### config.mk
export PLATFORM = sky130hd
export DESIGN_NAME = float_mul_pipe
export DESIGN_NICKNAME = d
export VERILOG_FILES = /design/src/rtl/float_mul_pipe.sv
export SDC_FILE = /design/constraint.sdc
export NUM_CORES = 1
export LEC_CHECK = 0
export ABC_AREA = 1
export ABC_CLOCK_PERIOD_IN_PS = 5950
export CORE_ASPECT_RATIO = 0.8
export CORE_UTILIZATION = 45
export DETAILED_ROUTE_END_ITERATION = 10
export RECOVER_POWER = 50
export SETUP_SLACK_MARGIN = 0.5
export SYNTH_ARGS = -nofsm -noshare
export SYNTH_HDL_FRONTEND = slang
export SYNTH_SLANG_ARGS = --single-unit
### constraint.sdc
create_clock -name clk -period 5.95 [get_ports clk]
set_input_delay 1.19 -clock clk [delete_from_list [all_inputs] [get_ports clk]]
set_output_delay 1.19 -clock clk [all_outputs]
set_load 0.02 [all_outputs]
### src/rtl/float_mul_pipe.sv
`timescale 1ns/1ps
// float_mul_pipe: three-stage pipelined, multi-lane floating-point multiplier.
// Round-to-nearest-even, flush-to-zero of subnormals, canonical quiet NaN,
// per-lane enable mask and valid/ready streaming with whole-pipe stall.
// Optional macro FLOAT_MUL_EXC_FLAGS_EN adds per-lane exception flags
// {invalid, overflow, underflow, inexact} on out_flags.
module float_mul_pipe #(
    parameter  int EXP_WIDTH = 8,
    parameter  int MAN_WIDTH = 7,
    parameter  int BIAS      = -127,
    parameter  int LANES     = 4,
    localparam int W         = EXP_WIDTH + MAN_WIDTH + 1
) (
    input  logic               clk,
    input  logic               rst_n,
    input  logic               in_valid,
    output logic               in_ready,
    input  logic [LANES*W-1:0] in_lhs,
    input  logic [LANES*W-1:0] in_rhs,
    input  logic [LANES-1:0]   in_mask,
    output logic               out_valid,
    input  logic               out_ready,
    output logic [LANES*W-1:0] out_res
`ifdef FLOAT_MUL_EXC_FLAGS_EN
    ,
    output logic [LANES*4-1:0] out_flags
`endif
);

    localparam int EW2 = EXP_WIDTH + 2;
    localparam int MW1 = MAN_WIDTH + 1;
    localparam int PW  = 2 * MW1;

    typedef enum logic [1:0] {K_NORM, K_NAN, K_INF, K_ZERO} kind_t;

    logic                w_advance;

    logic                w_s1_sign [LANES];
    kind_t               w_s1_kind [LANES];
    logic [EW2-1:0]      w_s1_exp  [LANES];
    logic [MW1-1:0]      w_s1_ma   [LANES];
    logic [MW1-1:0]      w_s1_mb   [LANES];

    logic                r_s1_valid;
    logic [LANES-1:0]    r_s1_mask;
    logic                r_s1_sign [LANES];
    kind_t               r_s1_kind [LANES];
    logic [EW2-1:0]      r_s1_exp  [LANES];
    logic [MW1-1:0]      r_s1_ma   [LANES];
    logic [MW1-1:0]      r_s1_mb   [LANES];

    logic                r_s2_valid;
    logic [LANES-1:0]    r_s2_mask;
    logic                r_s2_sign [LANES];
    kind_t               r_s2_kind [LANES];
    logic [EW2-1:0]      r_s2_exp  [LANES];
    logic [PW-1:0]       r_s2_prod [LANES];

    logic [W-1:0]        w_res     [LANES];
    logic                r_out_valid;
    logic [LANES*W-1:0]  r_out_res;
`ifdef FLOAT_MUL_EXC_FLAGS_EN
    logic [3:0]          w_flags   [LANES];
    logic [LANES*4-1:0]  r_out_flags;
`endif

    assign w_advance = !r_out_valid || out_ready;
    assign in_ready  = w_advance;
    assign out_valid = r_out_valid;
    assign out_res   = r_out_res;
`ifdef FLOAT_MUL_EXC_FLAGS_EN
    assign out_flags = r_out_flags;
`endif

    // Stage 1 logic: unpack operands, classify specials, sum exponents with bias.
    always_comb begin
        logic [W-1:0]         a, b;
        logic [EXP_WIDTH-1:0] ea, eb;
        logic [MAN_WIDTH-1:0] ma, mb;
        logic                 a_nan, b_nan, a_inf, b_inf, a_zero, b_zero;
        for (int unsigned i = 0; i < LANES; i++) begin
            a      = in_lhs[i*W +: W];
            b      = in_rhs[i*W +: W];
            ea     = a[W-2 -: EXP_WIDTH];
            eb     = b[W-2 -: EXP_WIDTH];
            ma     = a[MAN_WIDTH-1:0];
            mb     = b[MAN_WIDTH-1:0];
            a_nan  = (&ea) & (|ma);
            b_nan  = (&eb) & (|mb);
            a_inf  = (&ea) & ~(|ma);
            b_inf  = (&eb) & ~(|mb);
            a_zero = ~(|ea);
            b_zero = ~(|eb);
            w_s1_sign[i] = a[W-1] ^ b[W-1];
            w_s1_exp[i]  = EW2'(int'(ea) + int'(eb) + BIAS);
            w_s1_ma[i]   = {1'b1, ma};
            w_s1_mb[i]   = {1'b1, mb};
            if (a_nan || b_nan)
                w_s1_kind[i] = K_NAN;
            else if ((a_inf && b_zero) || (b_inf && a_zero))
                w_s1_kind[i] = K_NAN;
            else if (a_inf || b_inf)
                w_s1_kind[i] = K_INF;
            else if (a_zero || b_zero)
                w_s1_kind[i] = K_ZERO;
            else
                w_s1_kind[i] = K_NORM;
        end
    end

    // Stage 3 logic: normalise, round to nearest even, detect range, pack.
    always_comb begin
        logic [PW-1:0]        pn;
        logic                 norm, guard, sticky, inc, ovf, unf;
        logic [MAN_WIDTH-1:0] man;
        logic [MW1-1:0]       man_r;
        logic [EW2-1:0]       e_fin;
        for (int unsigned i = 0; i < LANES; i++) begin
            norm   = r_s2_prod[i][PW-1];
            // Left-align the product so the hidden bit always sits at PW-1.
            pn     = norm ? r_s2_prod[i] : (r_s2_prod[i] << 1);
            man    = pn[PW-2 -: MAN_WIDTH];
            guard  = pn[MAN_WIDTH];
            sticky = |pn[MAN_WIDTH-1:0];
            inc    = guard & (sticky | man[0]);
            man_r  = {1'b0, man} + MW1'(inc);
            e_fin  = r_s2_exp[i] + EW2'(norm) + EW2'(man_r[MAN_WIDTH]);
            ovf    = $signed(e_fin) >= $signed(EW2'((1 << EXP_WIDTH) - 1));
            unf    = $signed(e_fin) < $signed(EW2'(1));
            w_res[i] = '0;
`ifdef FLOAT_MUL_EXC_FLAGS_EN
            w_flags[i] = '0;
`endif
            if (r_s2_mask[i]) begin
                case (r_s2_kind[i])
                    K_NAN: begin
                        w_res[i] = {1'b0, {EXP_WIDTH{1'b1}}, 1'b1, {(MAN_WIDTH-1){1'b0}}};
`ifdef FLOAT_MUL_EXC_FLAGS_EN
                        w_flags[i] = 4'b1000;
`endif
                    end
                    K_INF:  w_res[i] = {r_s2_sign[i], {EXP_WIDTH{1'b1}}, {MAN_WIDTH{1'b0}}};
                    K_ZERO: w_res[i] = {r_s2_sign[i], {(W-1){1'b0}}};
                    default: begin
                        if (ovf) begin
                            w_res[i] = {r_s2_sign[i], {EXP_WIDTH{1'b1}}, {MAN_WIDTH{1'b0}}};
`ifdef FLOAT_MUL_EXC_FLAGS_EN
                            w_flags[i] = 4'b0101;
`endif
                        end else if (unf) begin
                            w_res[i] = {r_s2_sign[i], {(W-1){1'b0}}};
`ifdef FLOAT_MUL_EXC_FLAGS_EN
                            w_flags[i] = 4'b0011;
`endif
                        end else begin
                            w_res[i] = {r_s2_sign[i], e_fin[EXP_WIDTH-1:0], man_r[MAN_WIDTH-1:0]};
`ifdef FLOAT_MUL_EXC_FLAGS_EN
                            w_flags[i] = {3'b000, guard | sticky};
`endif
                        end
                    end
                endcase
            end
        end
    end

    // Pipeline registers: all stages advance together or freeze together.
    always_ff @(posedge clk or negedge rst_n) begin
        if (!rst_n) begin
            r_s1_valid  <= 1'b0;
            r_s2_valid  <= 1'b0;
            r_out_valid <= 1'b0;
            r_s1_mask   <= '0;
            r_s2_mask   <= '0;
            r_out_res   <= '0;
`ifdef FLOAT_MUL_EXC_FLAGS_EN
            r_out_flags <= '0;
`endif
            for (int unsigned i = 0; i < LANES; i++) begin
                r_s1_sign[i] <= 1'b0;
                r_s1_kind[i] <= K_NORM;
                r_s1_exp[i]  <= '0;
                r_s1_ma[i]   <= '0;
                r_s1_mb[i]   <= '0;
                r_s2_sign[i] <= 1'b0;
                r_s2_kind[i] <= K_NORM;
                r_s2_exp[i]  <= '0;
                r_s2_prod[i] <= '0;
            end
        end else if (w_advance) begin
            r_s1_valid  <= in_valid;
            r_s1_mask   <= in_mask;
            r_s2_valid  <= r_s1_valid;
            r_s2_mask   <= r_s1_mask;
            r_out_valid <= r_s2_valid;
            for (int unsigned i = 0; i < LANES; i++) begin
                r_s1_sign[i] <= w_s1_sign[i];
                r_s1_kind[i] <= w_s1_kind[i];
                r_s1_exp[i]  <= w_s1_exp[i];
                r_s1_ma[i]   <= w_s1_ma[i];
                r_s1_mb[i]   <= w_s1_mb[i];
                r_s2_sign[i] <= r_s1_sign[i];
                r_s2_kind[i] <= r_s1_kind[i];
                r_s2_exp[i]  <= r_s1_exp[i];
                r_s2_prod[i] <= r_s1_ma[i] * r_s1_mb[i];
                r_out_res[i*W +: W] <= w_res[i];
`ifdef FLOAT_MUL_EXC_FLAGS_EN
                r_out_flags[i*4 +: 4] <= w_flags[i];
`endif
            end
        end
    end

endmodule

# Yosys cells after proc, flatten, opt, wreduce, memory -nomap -nowiden
# Index checks and enable logic that the tools add are counted.
[op_classes] n_addsub=20 mul=4 order_cmp=8 eq_ne=12 mux=36 n_bitwise=44 reduce_logical=54
[op_table] op="case mux 16 bit (3 select lines)" n=4
[op_table] op="2-to-1 mux 15 bit" n=12
[op_table] op="OR reduction 7 bit" n=12
[op_table] op="adder 10 x 1 -> 10 bit" n=8
[op_table] op="multiplier 8 x 8 -> 16 bit" n=4
[op_table] op="2-to-1 mux 16 bit" n=4
[op_table] op="AND reduction 8 bit" n=8
[op_table] op="OR reduction 8 bit" n=8
[op_table] op="adder 10 x 8 -> 10 bit (second input constant)" n=4
[op_table] op="greater-or-equal comparator 10 x 9 -> 1 bit (second input constant)" n=4
[op_table] op="less-than comparator 10 x 2 -> 1 bit (second input constant)" n=4
[op_table] op="adder 8 x 8 -> 9 bit" n=4
[op_table] op="adder 7 x 1 -> 8 bit" n=4
[op_table] op="2-to-1 mux 2 bit" n=16
[op_table] op="bitwise AND 1 bit" n=20
[op_table] op="logical OR 1 bit" n=17
[op_table] op="equality test 2 bit (second input constant)" n=8
[op_table] op="NOT 1 bit" n=16
[op_table] op="equality test 2 x 1 -> 1 bit (second input constant)" n=4
[op_table] op="logical AND 1 bit" n=8
[op_table] op="bitwise OR 1 bit" n=4
[op_table] op="XOR 1 bit" n=4
[op_table] op="zero test 1 bit" n=1
[totals] reg_bits=307 inputBits=136 out_inout_bits=66 wordCells=220

# Longest topological paths before layout
# Gate-level depths: netlist of the first run.
[logic_depth] depth_word=11 ltp_mapped=23 ltp_nobuf=22

# Worst setup path before layout of the first run
# No wires, ideal clock.
[synth_timing] path_type="reg2reg" from="register, netlist name r_s1_ma[31]" to="register r_s2_prod[12] in the netlist's numbering" setup_time_ns=0.118 t_arrival_ns=4.591 required_time_ns=5.832 slack_ns=1.241 path_stages_with_launch=19 n_path_buf=2 period_less_slack_ns=4.709 path_cell_list="dfrtp_1 clkbuf_1 buf_1 nand2_1 fa_1 fa_1 inv_1 fa_1 inv_1 fa_1 inv_1 ha_1 a21oi_1 a21boi_0 o21ai_0 nand2_1 nand3b_1 nand3_1 nand2_1"
[synth_lines] element="end signal: indexed assignment" line_no="205" text="r_s2_prod[i] <= r_s1_ma[i] * r_s1_mb[i];"
[synth_lines] element="end: declaration" line_no="57" text="logic [PW-1:0] r_s2_prod [LANES];"

# Worst setup path after layout of the first run
[layout_timing] from="input out_ready" to="register r_out_res[21] (netlist: out_res[21])"
[layout_between] elab_chain_len=1
[layout_rtl] element="start: declaration" line_no="22" text="input logic out_ready,"
[layout_rtl] element="logical OR 1 bit" line_no="67" text="assign w_advance = !r_out_valid || out_ready;"
[layout_rtl] element="end signal: indexed assignment" line_no="206" text="r_out_res[i*W +: W] <= w_res[i];"
[layout_rtl] element="end: declaration" line_no="61" text="logic [LANES*W-1:0] r_out_res;"
# No other way between the ends.
# A chain may end at the register's enable or synchronous reset.

==> results.txt, run 1 <==
Run status: complete, but fails checks
Failing checks: DRC, capacitance limit, slew limit
Worst-path clk slew: 0.06 ns
Seq/Total Area, Yosys: 29.1%
Crit path top cell by count: nand2_1
Fin worst setup slack: 1.00 ns
Critical path fanouts, max: 217
Dpl ws: 1.28 ns
Via count: 21700
Total Power: 0.0181 W
Crit path largest cell delay: 1.77 ns
Seq pwr share: 20.3%
Avg Inst Size Synth: 7.15 sq um
Max_slew headroom: -122%
DR vias/cell: 4.81
Worst slew pin tran: 3.33 ns
Adder-cell share of the synthesized area: 21.9%
Share of layout cells above drive strength 1: 3.79%
Pwr/cell area: 611 nW/um^2
Asr flop ratio synth: 100%
Net switching power figure: 0.00893 W
Clock latency on the worst-skew pair: 0.57 ns
Cells after synthesis: 3601
Min Hold Slack: 0.454 ns
Commonest non-fill, non-tap cell in the layout: nand2_1
Max VDD drop: 0.423 mV
Gr ovfl total: 0
Number of synthesized register bits: 300
Comb pwr share: 66.2%
Critical Path Source: out_ready
Antenna viol nets, final: 0
Synth-to-Final Area Change: 14.8%
Die footprint: 58200 sq um
Pleak: 16.7 nW
Final Hold Viols: 0
Multiplexer share of the synthesized area: 0.117%
Sink Count: 300
Fmax: 0.202 GHz
Number of hold buffers added after CTS: 0
Avg WL per Cell: 13.5 um
Max-cap violations: 3
GRT Total Usage: 21.9%
Switch share: 49.4%
Num rows: 78
# setup viols final: 0
Main combinational cell family by area after synthesis: simple AND/OR/NAND/NOR gates
R2r startpoint: r_s1_ma[31]
Synthesized-area fraction occupied by and/or/nand/nor cells: 28.6%
Area share of xor/xnor cells in the synthesized design: 1.99%
Number of buffers added on ports: 201
Post-route DRC violation count: 2
Count of TritonRoute iterations in the first routing pass: 8
DRT Wirelength: 61100 um
Tightest Hold Check Type: reg2reg
Worst path top cell family by delay: buffers and inverters
Synth Flop Type: dfrtp_1
Slowest stage cell, crit path: clkbuf_4
Buffers and inverters on the worst path: 3
Final Max Tran Viols: 415
Global-route wire length before repair: 105000 um
Die W: 270 um
Initial antenna violation count: 0
Worst endpoint data arrival time: 5.39 ns
Final TNS setup: 0 ns
Final Wtd Congestion: 0.856
Clock network power share: 13.5%
TritonCTS clock tree: built
Crit Path Category: in2reg
Int Power: 0.00914 W
CTS root buf: clkbuf_16
Post-Syn Area: 25800 sq um
Post-synth EDFFs: 0
Clock period minus worst slack: 4.95 ns
Distinct cells, synth: 46
Number of top-level pins: 202
Filler cells: 5693
Synth Area in Compound Gates: 6.61%
H-tree levels: 2
Cts bufs inserted: 38
Crit-path cells: dlygate4sd3_1 -> nor2_1 -> clkbuf_4 -> buf_4 -> nor2_1 -> nand2_1 -> nor2_4 -> nand2_1 -> nand2_1
Initial Util: 45.5%
CORE AREA: 56600 sq um
Post-Syn Nets: 4097
Antenna Cells: 0
Worst hold start: r_s2_valid
Yosys warns: 0
CP Launch Type: primary input
Most frequent cells in the layout: nand2_1 (1283), inv_1 (654), dfrtp_1 (299)
RSZ-0062 raised after global routing: no
Post-CTS setup buffers: 0
Vias in the first global route: 21000
Worst path required time: 6.40 ns
NumNets Final: 4220
Maximum clock skew at final layout: 0.0290 ns
Fin crit share: 83.2%
Clk buf depth: 3
Endpoint class of the critical path: flop
PostCTS Resize Cnt: 0
Die height: 216 um
DP Wirelength: 46700 um
Largest net degree at the start of global routing: 218
Initial DRC Count: 1366
[synth_stat cells, drive strengths merged (22+ instances only)]
master | instances | area (sq um)
a21oi | 67 | 339
buf | 30 | 150
clkbuf | 98 | 368
dfrtp | 300 | 7510
fa | 152 | 3040
ha | 208 | 2600
inv | 657 | 2470
nand2 | 1295 | 4900
nand3 | 170 | 856
nand4 | 65 | 419
nor2 | 206 | 897
o21ai | 191 | 975
or2 | 22 | 138
xnor2 | 27 | 236
xor2 | 29 | 277
[layer usage]
metal	global-route usage [%]	up-vias	share of wire [%]
met2	34.7	301	44
met3	2.83	67	3.4
met1	31.4	10100	51
li1	-	11300	-
met5	0	-	0
met4	5.98	0	2.3
[worst min-delay path, cell delays in order (launching register included)]
cell	delay, ns
dfrtp_1	0.32
inv_1	0.04
nand2_1	0.05
[state kept, by name, indices dropped and copies added, names as in the netlist]
name	count
r_s2_prod	64
r_s2_kind	8
out_res	64
r_s2_mask	4
r_s1_mb	28
r_s2_exp	40
r_s1_sign	4
r_s1_kind	8
r_s1_mask	4
r_s1_valid	1
r_s2_sign	4
r_s2_valid	1
r_s1_exp	40
out_valid	1
r_s1_ma	29
[worst paths after layout]
check                                endpoint  slack [ns]  cells after the start
worst max-delay path              out_res[21]        1.00                      9
worst min-delay path                out_valid        0.45                      2
worst max register to register  r_s2_prod[27]        1.23                     15
worst min register to register      out_valid        0.45                      2
max in group asynchronous         out_res[12]        1.67                      2
min in group asynchronous        r_s2_prod[3]        0.58                      1
[metrics by stage]
stage	cell area, sq um	utilization [%]	instances
3_3_place_gp	28300	50.1	4444
2_1_floorplan	25800	-	3601
4_1_cts	29600	52.4	4511
3_5_place_dp	28300	50.1	4444
5_1_grt	29600	52.3	4511
6_report	29600	52.3	4511
[power by group through the flow]
stage	logic, W	registers (W)	clock network, W
detailed placement	0.0120	0.00368	0
global route	0.0141	0.00378	0.00260
CTS	0.0121	0.00365	0.00252
finish	0.0120	0.00366	0.00244
global placement	0.0120	0.00368	0
floorplan	0.00937	0.00346	0
[area by class of cell]
class	instances	area [sq um]	area share, %
clock buffer	46	1020	3.45
clock inverter	21	282	0.951
inverter	658	2480	8.37
multi-input combinational	2515	15300	51.6
sequential	300	7510	25.4
tap	760	951	3.21
timing repair buffer	211	2080	7.02
[logic make-up (layout without fill, tap and decap cells)]
family / count (synthesis) / in the layout
AND/OR/NAND/NOR: 1787 / 1787
buffers and inverters: 786 / 936
adder cells (fa/ha/maj): 360 / 360
AO/OA/AOI/OAI: 309 / 309
flip-flops: 300 / 300
XOR/XNOR: 56 / 56
multiplexers: 3 / 3
No activity file was read; power rests on OpenSTA's default activity.
==> inputs of run 2 (changes only) <==
--- a/config.mk
+++ b/config.mk
@@ -6,7 +6,7 @@
 export NUM_CORES = 1
 export LEC_CHECK = 0
 export ABC_AREA = 1
-export ABC_CLOCK_PERIOD_IN_PS = 5950
+export ABC_CLOCK_PERIOD_IN_PS = 5150
 export CORE_ASPECT_RATIO = 0.8
 export CORE_UTILIZATION = 45
 export DETAILED_ROUTE_END_ITERATION = 10
==> constraint.sdc (replaced) <==
create_clock -name clk -period 5.15 [get_ports clk]
set_input_delay 1.03 -clock clk [delete_from_list [all_inputs] [get_ports clk]]
set_output_delay 1.03 -clock clk [all_outputs]
set_load 0.02 [all_outputs]
==> run 2 against run 1 <==
Compared with the run above: the flow still finishes with violations (DRC, capacitance limit, slew limit); die area did not move; sequential power rose by 15%; sequential cell count did not move; largest cell class unchanged; clock power rose by 11%; via count barely moved; final cell count rose by 0.18%; global-route usage rose by 0.12 points.
==> results.txt, run 2 (synthesis gave the netlist of run 1 again) <==
Total Power: 0.0209 W (was 0.0181 W)
Worst slew pin tran: 3.48 ns (was 3.33 ns)
Tightest Hold Check Type: reg2reg (unchanged)
Critical path fanouts, max: 11 (was 217)
Maximum clock skew at final layout: 0.0350 ns (was 0.0290 ns)
Initial antenna violation count: 0 (unchanged)
Commonest non-fill, non-tap cell in the layout: nand2_1 (unchanged)
DRT Wirelength: 61400 um (was 61100 um)
Die W: 270 um (unchanged)
Avg WL per Cell: 13.6 um (was 13.5 um)
Crit Path Category: reg2reg (was in2reg)
Max_slew headroom: -132% (was -122%)
Via count: 21700 (about the same)
RSZ-0062 raised after global routing: yes (was no)
Initial DRC Count: 1294 (was 1366)
Clock latency on the worst-skew pair: 0.56 ns (was 0.57 ns)
DR vias/cell: 4.80 (was 4.81)
Worst hold start: r_s2_valid (unchanged)
Inst Count DP: 4445 (was 4444)
Cts bufs inserted: 38 (unchanged)
Num rows: 78 (unchanged)
Initial Util: 45.5% (unchanged)
DP Wirelength: 46500 um (was 46700 um)
Max VDD drop: 0.470 mV (was 0.423 mV)
Sink Count: 300 (unchanged)
Clock period minus worst slack: 4.42 ns
Count of TritonRoute iterations in the first routing pass: 9 (was 8)
Clk buf depth: 3 (unchanged)
Final instance area: 29700 sq um (was 29600 sq um)
Number of buffers added on ports: 201 (unchanged)
Antenna Cells: 0 (unchanged)
Worst-path clk slew: 0.06 ns (about the same)
Final Max Tran Viols: 72 (was 415)
DP Area: 28400 sq um (was 28300 sq um)
Number of hold buffers added after CTS: 0 (unchanged)
H-tree levels: 2 (unchanged)
# setup viols final: 0 (unchanged)
Share of layout cells above drive strength 1: 4.39% (was 3.79%)
Pleak: 16.7 nW (about the same)
Run status: complete, but fails checks (unchanged)
Die footprint: 58200 sq um (unchanged)
Failing checks: DRC, capacitance limit, slew limit (unchanged)
Finished Layout Cells: 4519 (was 4511)
Worst path required time: 5.57 ns (was 6.40 ns)
R2R Setup Slk: 0.73 ns (was 1.23 ns)
Final Hold Viols: 0 (unchanged)
Antenna viol nets, final: 0 (unchanged)
Endpoint class of the critical path: flop (unchanged)
Pwr/cell area: 706 nW/um^2 (was 611 nW/um^2)
Final Wtd Congestion: 0.859 (was 0.856)
Vias in the first global route: 21300 (was 21000)
Hold Path End: out_valid (unchanged)
Largest net degree at the start of global routing: 218 (unchanged)
CORE AREA: 56600 sq um (unchanged)
Global-route wire length before repair: 106000 um (was 105000 um)
Die height: 216 um (unchanged)
Number of top-level pins: 202 (unchanged)
Post-route DRC violation count: 2 (unchanged)
NumNets Final: 4227 (was 4220)
R2r startpoint: r_s1_ma[31] (unchanged)
Most frequent cells in the layout: nand2_1 (1282), inv_1 (654), dfrtp_1 (296) (was nand2_1 (1283), inv_1 (654), dfrtp_1 (299))
Reg2Reg Depth: 18 (was 15)
Fin crit share: 85.9%
Fmax: 0.226 GHz
Worst Hold Depth: 2 (unchanged)
CTS root buf: clkbuf_16 (unchanged)
Worst endpoint data arrival time: 4.84 ns (was 5.39 ns)
Max-cap violations: 1 (was 3)
Final TNS setup: 0 ns (unchanged)
CP Launch Type: flop (was primary input)
Capturing point of the worst reg2reg path: r_s2_prod[30] (was r_s2_prod[27])
GRT Total Usage: 22.0% (was 21.9%)
Gr ovfl total: 0 (unchanged)
TritonCTS clock tree: built (unchanged)
Synth-to-Final Area Change: 15.2% (was 14.8%)
## run 2: cell types whose count changed in the layout (fill, tap and decap cells not counted), moves of 3 or more
cell	before	now
a21boi_1	0	3
clkbuf_1	7	2
buf_12	0	3
clkinvlp_4	3	9
bufinv_16	6	3
inv_6	0	3
buf_4	5	12
a21boi_0	7	1
dfrtp_1	299	296
a21boi_2	0	3
o21ai_1	6	9
o21ai_0	180	177
## run 2: where the power goes
| part | internal (W) | switching (W) |
|---|---|---|
| logic | 0.00560 | 0.00842 |
| clock network | 0.00158 | 0.00113 |
| registers | 0.00332 | 0.000894 |
## run 2: area by class of cell
class | instances | area (sq um)
fillers | 5673 | 26900
repair buffers | 218 | 2180
clock inverters | 24 | 244
clock buffers | 44 | 1010
well taps | 760 | 951
multi-input cells | 2515 | 15300
flip-flops and latches | 300 | 7510
inverters | 658 | 2480
## run 2: worst max-delay path, stage by stage (launching register included)
cell and delay [ns]:
dfrtp_4 0.54, clkbuf_4 0.21, buf_4 0.19, nand2_1 0.07
inv_1 0.06, fa_1 0.52, inv_1 0.05, fa_1 0.54
fa_1 0.42, fa_1 0.48, inv_1 0.04, ha_2 0.29
a21oi_2 0.15, o21ai_0 0.14, nand2_1 0.08, nand4_1 0.08
or2_2 0.28, nand3_1 0.06, o21ai_0 0.08
## run 2: timing repair
| action | 4_1_cts | 5_1_grt |
|---|---|---|
| buffers inserted | 0 | 6 |
| cloned | 0 | 0 |
| endpoints found under the setup margin | 3 | 18 |
| gates resized for setup | 1 | 20 |
## run 2: worst max path at each step
stage | startpoint | to | slack (ns) | cells after the start
floorplan | r_s1_ma[31] | r_s2_prod[12] | 0.54 | 18
global placement | r_s1_ma[31] | r_s2_prod[45] | 0.48 | 17
detailed placement | r_s1_ma[31] | r_s2_prod[45] | 0.42 | 17
CTS | r_s1_ma[31] | r_s2_prod[45] | 0.51 | 18
global route | r_s1_ma[31] | r_s2_prod[45] | 0.46 | 18
finish | r_s1_ma[31] | r_s2_prod[30] | 0.73 | 18
## run 2: metrics by stage
| step | hold WS (ns) | setup slack, ns | util [%] |
|---|---|---|---|
| after CTS | 0.432 | 0.507 | 52.3 |
| after global placement | 0.427 | 0.480 | 50.1 |
| after floorplan | 0.420 | 0.541 | - |
| after global routing | 0.472 | 0.456 | 52.4 |
| after detailed placement | 0.430 | 0.417 | 50.1 |
| final | 0.445 | 0.726 | 52.4 |
## run 2: metal layers
layer / vias up / global-route usage [%] / part of all wire [%]
met2: 302 / 35.6 / 44
met5: - / 0 / 0
met1: 10000 / 31.5 / 50
met3: 53 / 2.90 / 3.6
met4: 0 / 4.68 / 1.6
li1: 11300 / - / -
